**src/rtl/layer1_out_serializer.sv**
```systemverilog
// Layer-1 output serializer: captures a NUM_CH x DW vector into a two-slot
// ping-pong buffer and streams it out one channel word per accepted cycle.
module layer1_out_serializer #(
  parameter int unsigned NUM_CH = 32,
  parameter int unsigned DW     = 32,
  localparam int unsigned CW    = (NUM_CH > 1) ? $clog2(NUM_CH) : 1
) (
  input  logic                 clk,
  input  logic                 rst_n,
  input  logic                 valid_out_layer1,
  input  logic [NUM_CH*DW-1:0] data_in,
  input  logic                 out_ready,
  output logic                 out_valid,
  output logic [DW-1:0]        out_data,
  output logic [CW-1:0]        out_ch,
  output logic                 out_last,
  output logic                 overflow,
  output logic [7:0]           drop_cnt
);

  localparam int unsigned VW      = NUM_CH * DW;
  localparam logic [CW-1:0] LAST_CH = CW'(NUM_CH - 1);

  logic [VW-1:0] r_slot [2];
  logic          r_wr_ptr;
  logic          r_rd_ptr;
  logic [1:0]    r_count;
  logic [CW-1:0] r_ch_idx;
  logic          r_overflow;
  logic [7:0]    r_drop_cnt;

  logic          w_valid;
  logic          w_pop;
  logic          w_last_pop;
  logic          w_cap;
  logic          w_drop;
  logic [DW-1:0] w_word;

  // Handshake decode; a last-word pop frees a slot in time for a same-edge capture
  assign w_valid    = (r_count != 2'd0);
  assign w_pop      = w_valid & out_ready;
  assign w_last_pop = w_pop & (r_ch_idx == LAST_CH);
  assign w_cap      = valid_out_layer1 & ((r_count != 2'd2) | w_last_pop);
  assign w_drop     = valid_out_layer1 & ~w_cap;
  assign w_word     = r_slot[r_rd_ptr][r_ch_idx*DW +: DW];

  // Read mux off registered state only; data forced to zero while empty
  assign out_valid = w_valid;
  assign out_data  = w_valid ? w_word : '0;
  assign out_ch    = r_ch_idx;
  assign out_last  = w_valid & (r_ch_idx == LAST_CH);
  assign overflow  = r_overflow;
  assign drop_cnt  = r_drop_cnt;

  // Vector storage is pure datapath; occupancy tracking makes its reset value irrelevant
  always_ff @(posedge clk) begin
    if (w_cap) begin
      r_slot[r_wr_ptr] <= data_in;
    end
  end

  always_ff @(posedge clk or negedge rst_n) begin
    if (!rst_n) begin
      r_wr_ptr   <= 1'b0;
      r_rd_ptr   <= 1'b0;
      r_count    <= 2'd0;
      r_ch_idx   <= '0;
      r_overflow <= 1'b0;
      r_drop_cnt <= 8'd0;
    end else begin
      if (w_cap) begin
        r_wr_ptr <= ~r_wr_ptr;
      end

      if (w_last_pop) begin
        r_ch_idx <= '0;
        r_rd_ptr <= ~r_rd_ptr;
      end else if (w_pop) begin
        r_ch_idx <= r_ch_idx + CW'(1);
      end

      unique case ({w_cap, w_last_pop})
        2'b10:   r_count <= r_count + 2'd1;
        2'b01:   r_count <= r_count - 2'd1;
        default: r_count <= r_count;
      endcase

      if (w_drop) begin
        r_overflow <= 1'b1;
        if (r_drop_cnt != 8'hFF) begin
          r_drop_cnt <= r_drop_cnt + 8'd1;
        end
      end
    end
  end

endmodule

```
**config.mk**
```make
export PLATFORM = sky130hd
export DESIGN_NAME = layer1_out_serializer
export DESIGN_NICKNAME = d
export VERILOG_FILES = /design/src/rtl/layer1_out_serializer.sv
export SDC_FILE = /design/constraint.sdc
export NUM_CORES = 2
export LEC_CHECK = 0
export ABC_AREA = 1
export BUFFER_PORTS_ARGS = -buffer_cell sky130_fd_sc_hd__buf_2
export CAP_MARGIN = 20
export CORE_UTILIZATION = 36
export DETAILED_ROUTE_END_ITERATION = 10
export SLEW_MARGIN = 20
export SYNTH_ARGS = -nofsm -noshare
export SYNTH_HDL_FRONTEND = slang
export SYNTH_SLANG_ARGS = --single-unit
```
**constraint.sdc**
```tcl
create_clock -name clk -period 59.9 [get_ports clk]
set_input_delay 17.97 -clock clk [delete_from_list [all_inputs] [get_ports clk]]
set_output_delay 17.97 -clock clk [all_outputs]
set_load 0.02 [all_outputs]
```
==> flow_summary.rst <==
.. list-table::
   :header-rows: 1

   * - Metric
     - Value
   * - Maximum frequency from static timing analysis
     - 38.90 MHz
   * - Proportion of register bits with asynchronous set or reset after synthesis
     - less than 1%
   * - Type of the worst setup path
     - flop to output pin
   * - Starting utilization of the core area
     - between 30% and 40%
   * - Share of post-route cells with drive strength above 1
     - around 17%
   * - Routability congestion estimate
     - between 0.8 and 0.9
   * - CTS Hold Bufs
     - 0
   * - Capture point of the worst path
     - out_data[5]
   * - Layout filler cell count
     - between 20000 and 25000
   * - Max-cap violation count
     - 0
   * - Critical register-to-register path startpoint
     - out_ch[0]$_DFFE_PN0P_
   * - PostCTS Resize Cnt
     - 0
   * - Worst setup startpoint
     - r_rd_ptr$_DFFE_PN0N_
   * - Max IR drop VDD
     - approximately 0.000032 V
   * - Buffers inserted by post-CTS timing repair
     - 0
   * - Count of mapped cells out of synthesis
     - between 7000 and 8000
   * - Number of antenna violations at the first check in global routing
     - 291
   * - CP arrival
     - 7.74 ns
   * - Wire length after detailed routing
     - ~310000 um
   * - Die Width
     - 488.1 um
   * - Most numerous cell types in the synthesized netlist
     - sky130_fd_sc_hd__nand2_1 (2307), sky130_fd_sc_hd__edfxtp_1 (2048), sky130_fd_sc_hd__nor2_1 (973)
   * - Post-DRT Antenna Nets
     - 0
   * - Vias in the first global route
     - between 50000 and 60000
   * - Area delta synth->final
     - 18.23%
   * - Post-synthesis cell type with the largest combined area
     - sky130_fd_sc_hd__edfxtp_1
   * - Core Box Area
     - 0.2350 mm2
   * - Via density per instance
     - between 5 and 6
   * - Clock-pin slew reported for the worst setup and hold paths after clock tree synthesis
     - roughly 0.060 ns
   * - Unrepaired setup endpoints after global routing
     - false
   * - Power per cell area
     - about 52 mW/mm2
   * - Result of the run
     - completed
   * - List of cells traversed by the critical path
     - buf_12 -> buf_4 -> buf_4 -> buf_4 -> buf_4 -> nand2_1 -> nand2_1 -> nand2_1 -> a21oi_1 -> nor2_1 -> nand2_1 -> nand3_1 -> a21oi_1 -> buf_2
   * - Final hold viol count
     - 0
   * - Number of flops mapped to enable cells by yosys
     - 2048
   * - Cells taking the most area after synthesis
     - sky130_fd_sc_hd__edfxtp_1 (72%), sky130_fd_sc_hd__nand2_1 (10%), sky130_fd_sc_hd__nand3_1 (4.6%)
   * - Worst hold path class
     - flop to flop
   * - Overall routing resource usage
     - between 20 and 30%
   * - Height of the chip
     - between 400 and 500 um
   * - Summed negative setup slack over all endpoints
     - 0 ns
   * - Worst clock skew on the final layout
     - 0.04446 ns
   * - Final setup viols
     - 0
   * - Part of the Yosys area used for sequential elements
     - between 70 and 80%
   * - Total die area
     - 0.2382 mm2
   * - Clock tree from TritonCTS
     - done
   * - Residual DRC
     - 0
   * - Count of distinct cell types in the synthesized netlist
     - 23
   * - Final Core Density
     - 42.80%
   * - Final-stage net count
     - between 9000 and 10000
   * - Slew at the pin with the worst max-slew slack
     - between 1 and 1.5 ns
   * - Worst reg2reg setup slack
     - between 50 and 60 ns
   * - Worst Path Max Fanout
     - 164
   * - Static power due to leakage
     - a little under 0.04 uW
   * - Number of cells traversed by the worst register-to-register path
     - 17
   * - Post-Synthesis Mean Instance Area
     - around 11 um2
   * - Hold path depth
     - 2
   * - Count of synthesis-stage warnings from yosys
     - 0
   * - Hold path startpoint
     - overflow$_DFFE_PN0P_
   * - Number of top-level design ports
     - between 1000 and 1500
   * - Crit end category
     - output pin
   * - Top_reg_cell synth
     - sky130_fd_sc_hd__edfxtp_1
   * - First-pass DRT Iterations
     - 8
   * - Sinks on Clock Net
     - between 2000 and 2500
   * - Instance area after placement
     - about 0.093 mm2
   * - Worst reg2reg endpoint
     - r_slot[0][453]$_DFFE_PP_
   * - Netlist Area Pre-Place
     - 0.08506 mm2
   * - Via total after detailed routing
     - between 60000 and 70000
   * - Largest stage delay, worst path
     - 0.94 ns
   * - Post-synth net total
     - between 8000 and 9000
   * - Synth Register Bits
     - 2066
   * - Required time worst endpoint
     - 41.93 ns
   * - Post-layout minimum cycle time
     - about 26 ns
   * - Proportion of netlist area held by the largest area contributor
     - about 72%
   * - Number of buffers between clock root and the deepest sink
     - 3
   * - Post-route clock period utilization
     - a little over two fifths
   * - Insertion delay of the later-clocked pin in the worst-skew pair
     - approximately 0.9 ns
   * - Critical Path Source Type
     - flop
   * - Final-report max-slew violation count
     - 0
   * - Wire length of the first global-routing pass
     - 419900 um
   * - Final std cell area, no fill
     - a little over 0.1 mm2
   * - Routed WL per cell
     - approximately 26 um
   * - Cell with the biggest individual delay on the critical path
     - sky130_fd_sc_hd__a21oi_1
   * - Number of placement rows
     - roughly 180
   * - Total clock buffers created by CTS
     - 214
   * - Root buffer selected by CTS
     - sky130_fd_sc_hd__clkbuf_16
   * - Overflow left after global routing
     - 0
   * - Slew HR
     - between 10% and 20%
   * - Largest net degree at the start of global routing
     - 168
   * - I/O Buffers
     - between 1000 and 1500
   * - Final HPWL from detailed placement
     - roughly 210000 um
   * - Most instantiated library cell after synthesis
     - sky130_fd_sc_hd__nand2_1
   * - Count of routing violations after the opening detailed-route iteration
     - a little over 6000
   * - Max H-tree Level
     - 4
==> registers in the layout, indices dropped and copies added (netlist names) <==
signal / cells
drop_cnt: 8
out_ch: 5
overflow: 1
r_count: 2
r_rd_ptr: 1
r_slot: 2048
r_wr_ptr: 1
==> cell usage in the layout (no fill, tap or decap), types with 4 or more instances in the layout <==
master,n
sky130_fd_sc_hd__dfrtp_1,13
sky130_fd_sc_hd__nand2_1,2306
sky130_fd_sc_hd__diode_2,169
sky130_fd_sc_hd__o21ai_0,407
sky130_fd_sc_hd__nand3_1,786
sky130_fd_sc_hd__xor2_1,9
sky130_fd_sc_hd__inv_6,7
sky130_fd_sc_hd__or2_2,32
sky130_fd_sc_hd__clkbuf_16,214
sky130_fd_sc_hd__edfxtp_1,2048
sky130_fd_sc_hd__clkbuf_1,50
sky130_fd_sc_hd__a21oi_1,162
sky130_fd_sc_hd__bufinv_16,12
sky130_fd_sc_hd__buf_4,69
sky130_fd_sc_hd__buf_12,17
sky130_fd_sc_hd__dfrtp_4,4
sky130_fd_sc_hd__clkinv_1,56
sky130_fd_sc_hd__clkbuf_8,4
sky130_fd_sc_hd__clkinvlp_4,8
sky130_fd_sc_hd__inv_1,462
sky130_fd_sc_hd__clkinv_2,33
sky130_fd_sc_hd__buf_2,1075
sky130_fd_sc_hd__nor2_1,971
sky130_fd_sc_hd__clkinv_16,6
==> cell type report <==
type	instances	area [um2]	share of cell area, %
clock buffers	268	5598	5.566
well taps	3150	3941	3.919
flip-flops and latches	2066	61970	61.62
clock inverters	125	1107	1.101
multi-input cells	4688	19500	19.39
inverters	469	1793	1.783
repair buffers	1161	6238	6.203
diodes	169	422.9	0.4205
==> where the power goes <==
| part | internal [uW] | leakage, uW | switching, uW |
|---|---|---|---|
| clock | 714 | 0.00325 | 568 |
| sequential | 1980 | 0.0192 | 91.2 |
| combinational | 421 | 0.0172 | 1440 |
==> critical path, delay by kind of cell, from the launching register on <==
kind	cells	cell delay, ns
AOI/OAI and AO/OA	2	1.09
buffers and inverters	6	3.59
and+or+nand+nor	6	0.91
DFF	1	0.82
==> routing by layer <==
metal	global-route usage, %	routed length [um]	part of all wire [%]	vias up
met1	30.17	116200	38	29220
li1	-	-	-	27920
met4	13.51	15940	5.1	184
met3	6.871	27250	8.8	747
met2	41.11	149200	48	2552
met5	0	1154	0.37	-
==> worst min-delay path by stage <==
stage | to | slack [ns]
final | overflow$_DFFE_PN0P_ | 0.47
after global routing | overflow$_DFFE_PN0P_ | 0.50
after floorplan | r_count[0]$_DFFE_PN0P_ | 0.52
after CTS | overflow$_DFFE_PN0P_ | 0.48
after global placement | overflow$_DFFE_PN0P_ | 0.45
after detailed placement | overflow$_DFFE_PN0P_ | 0.47
==> kinds of logic (layout without fill, tap and decap cells) <==
| kind of cell | Yosys count | count (layout) | synth area share [%] |
|---|---|---|---|
| other | 0 | 169 | 0 |
| and+or+nand+nor | 4105 | 4105 | 19.39 |
| AOI/OAI and AO/OA | 571 | 571 | 3.368 |
| xor gates and xnor gates | 9 | 9 | 0.09267 |
| DFF | 2066 | 2066 | 72.83 |
| adders and majority gates | 3 | 3 | 0.04413 |
| buffers and inverters | 904 | 2023 | 4.279 |
==> per-stage QoR <==
| stage | hold WS [ns] | worst slack, ns | cells | power [uW] |
|---|---|---|---|---|
| after floorplan | 0.5154 | 13.83 | 7658 | 3470 |
| after global placement | 0.4521 | 35.12 | 11530 | 3985 |
| after detailed placement | 0.4663 | 35.14 | 11530 | 4004 |
| after CTS | 0.4819 | 34.17 | 11930 | 5282 |
| after global routing | 0.5030 | 33.83 | 12010 | 5474 |
| final | 0.4700 | 34.19 | 12100 | 5212 |
No activity file was read; power rests on OpenSTA's default activity.
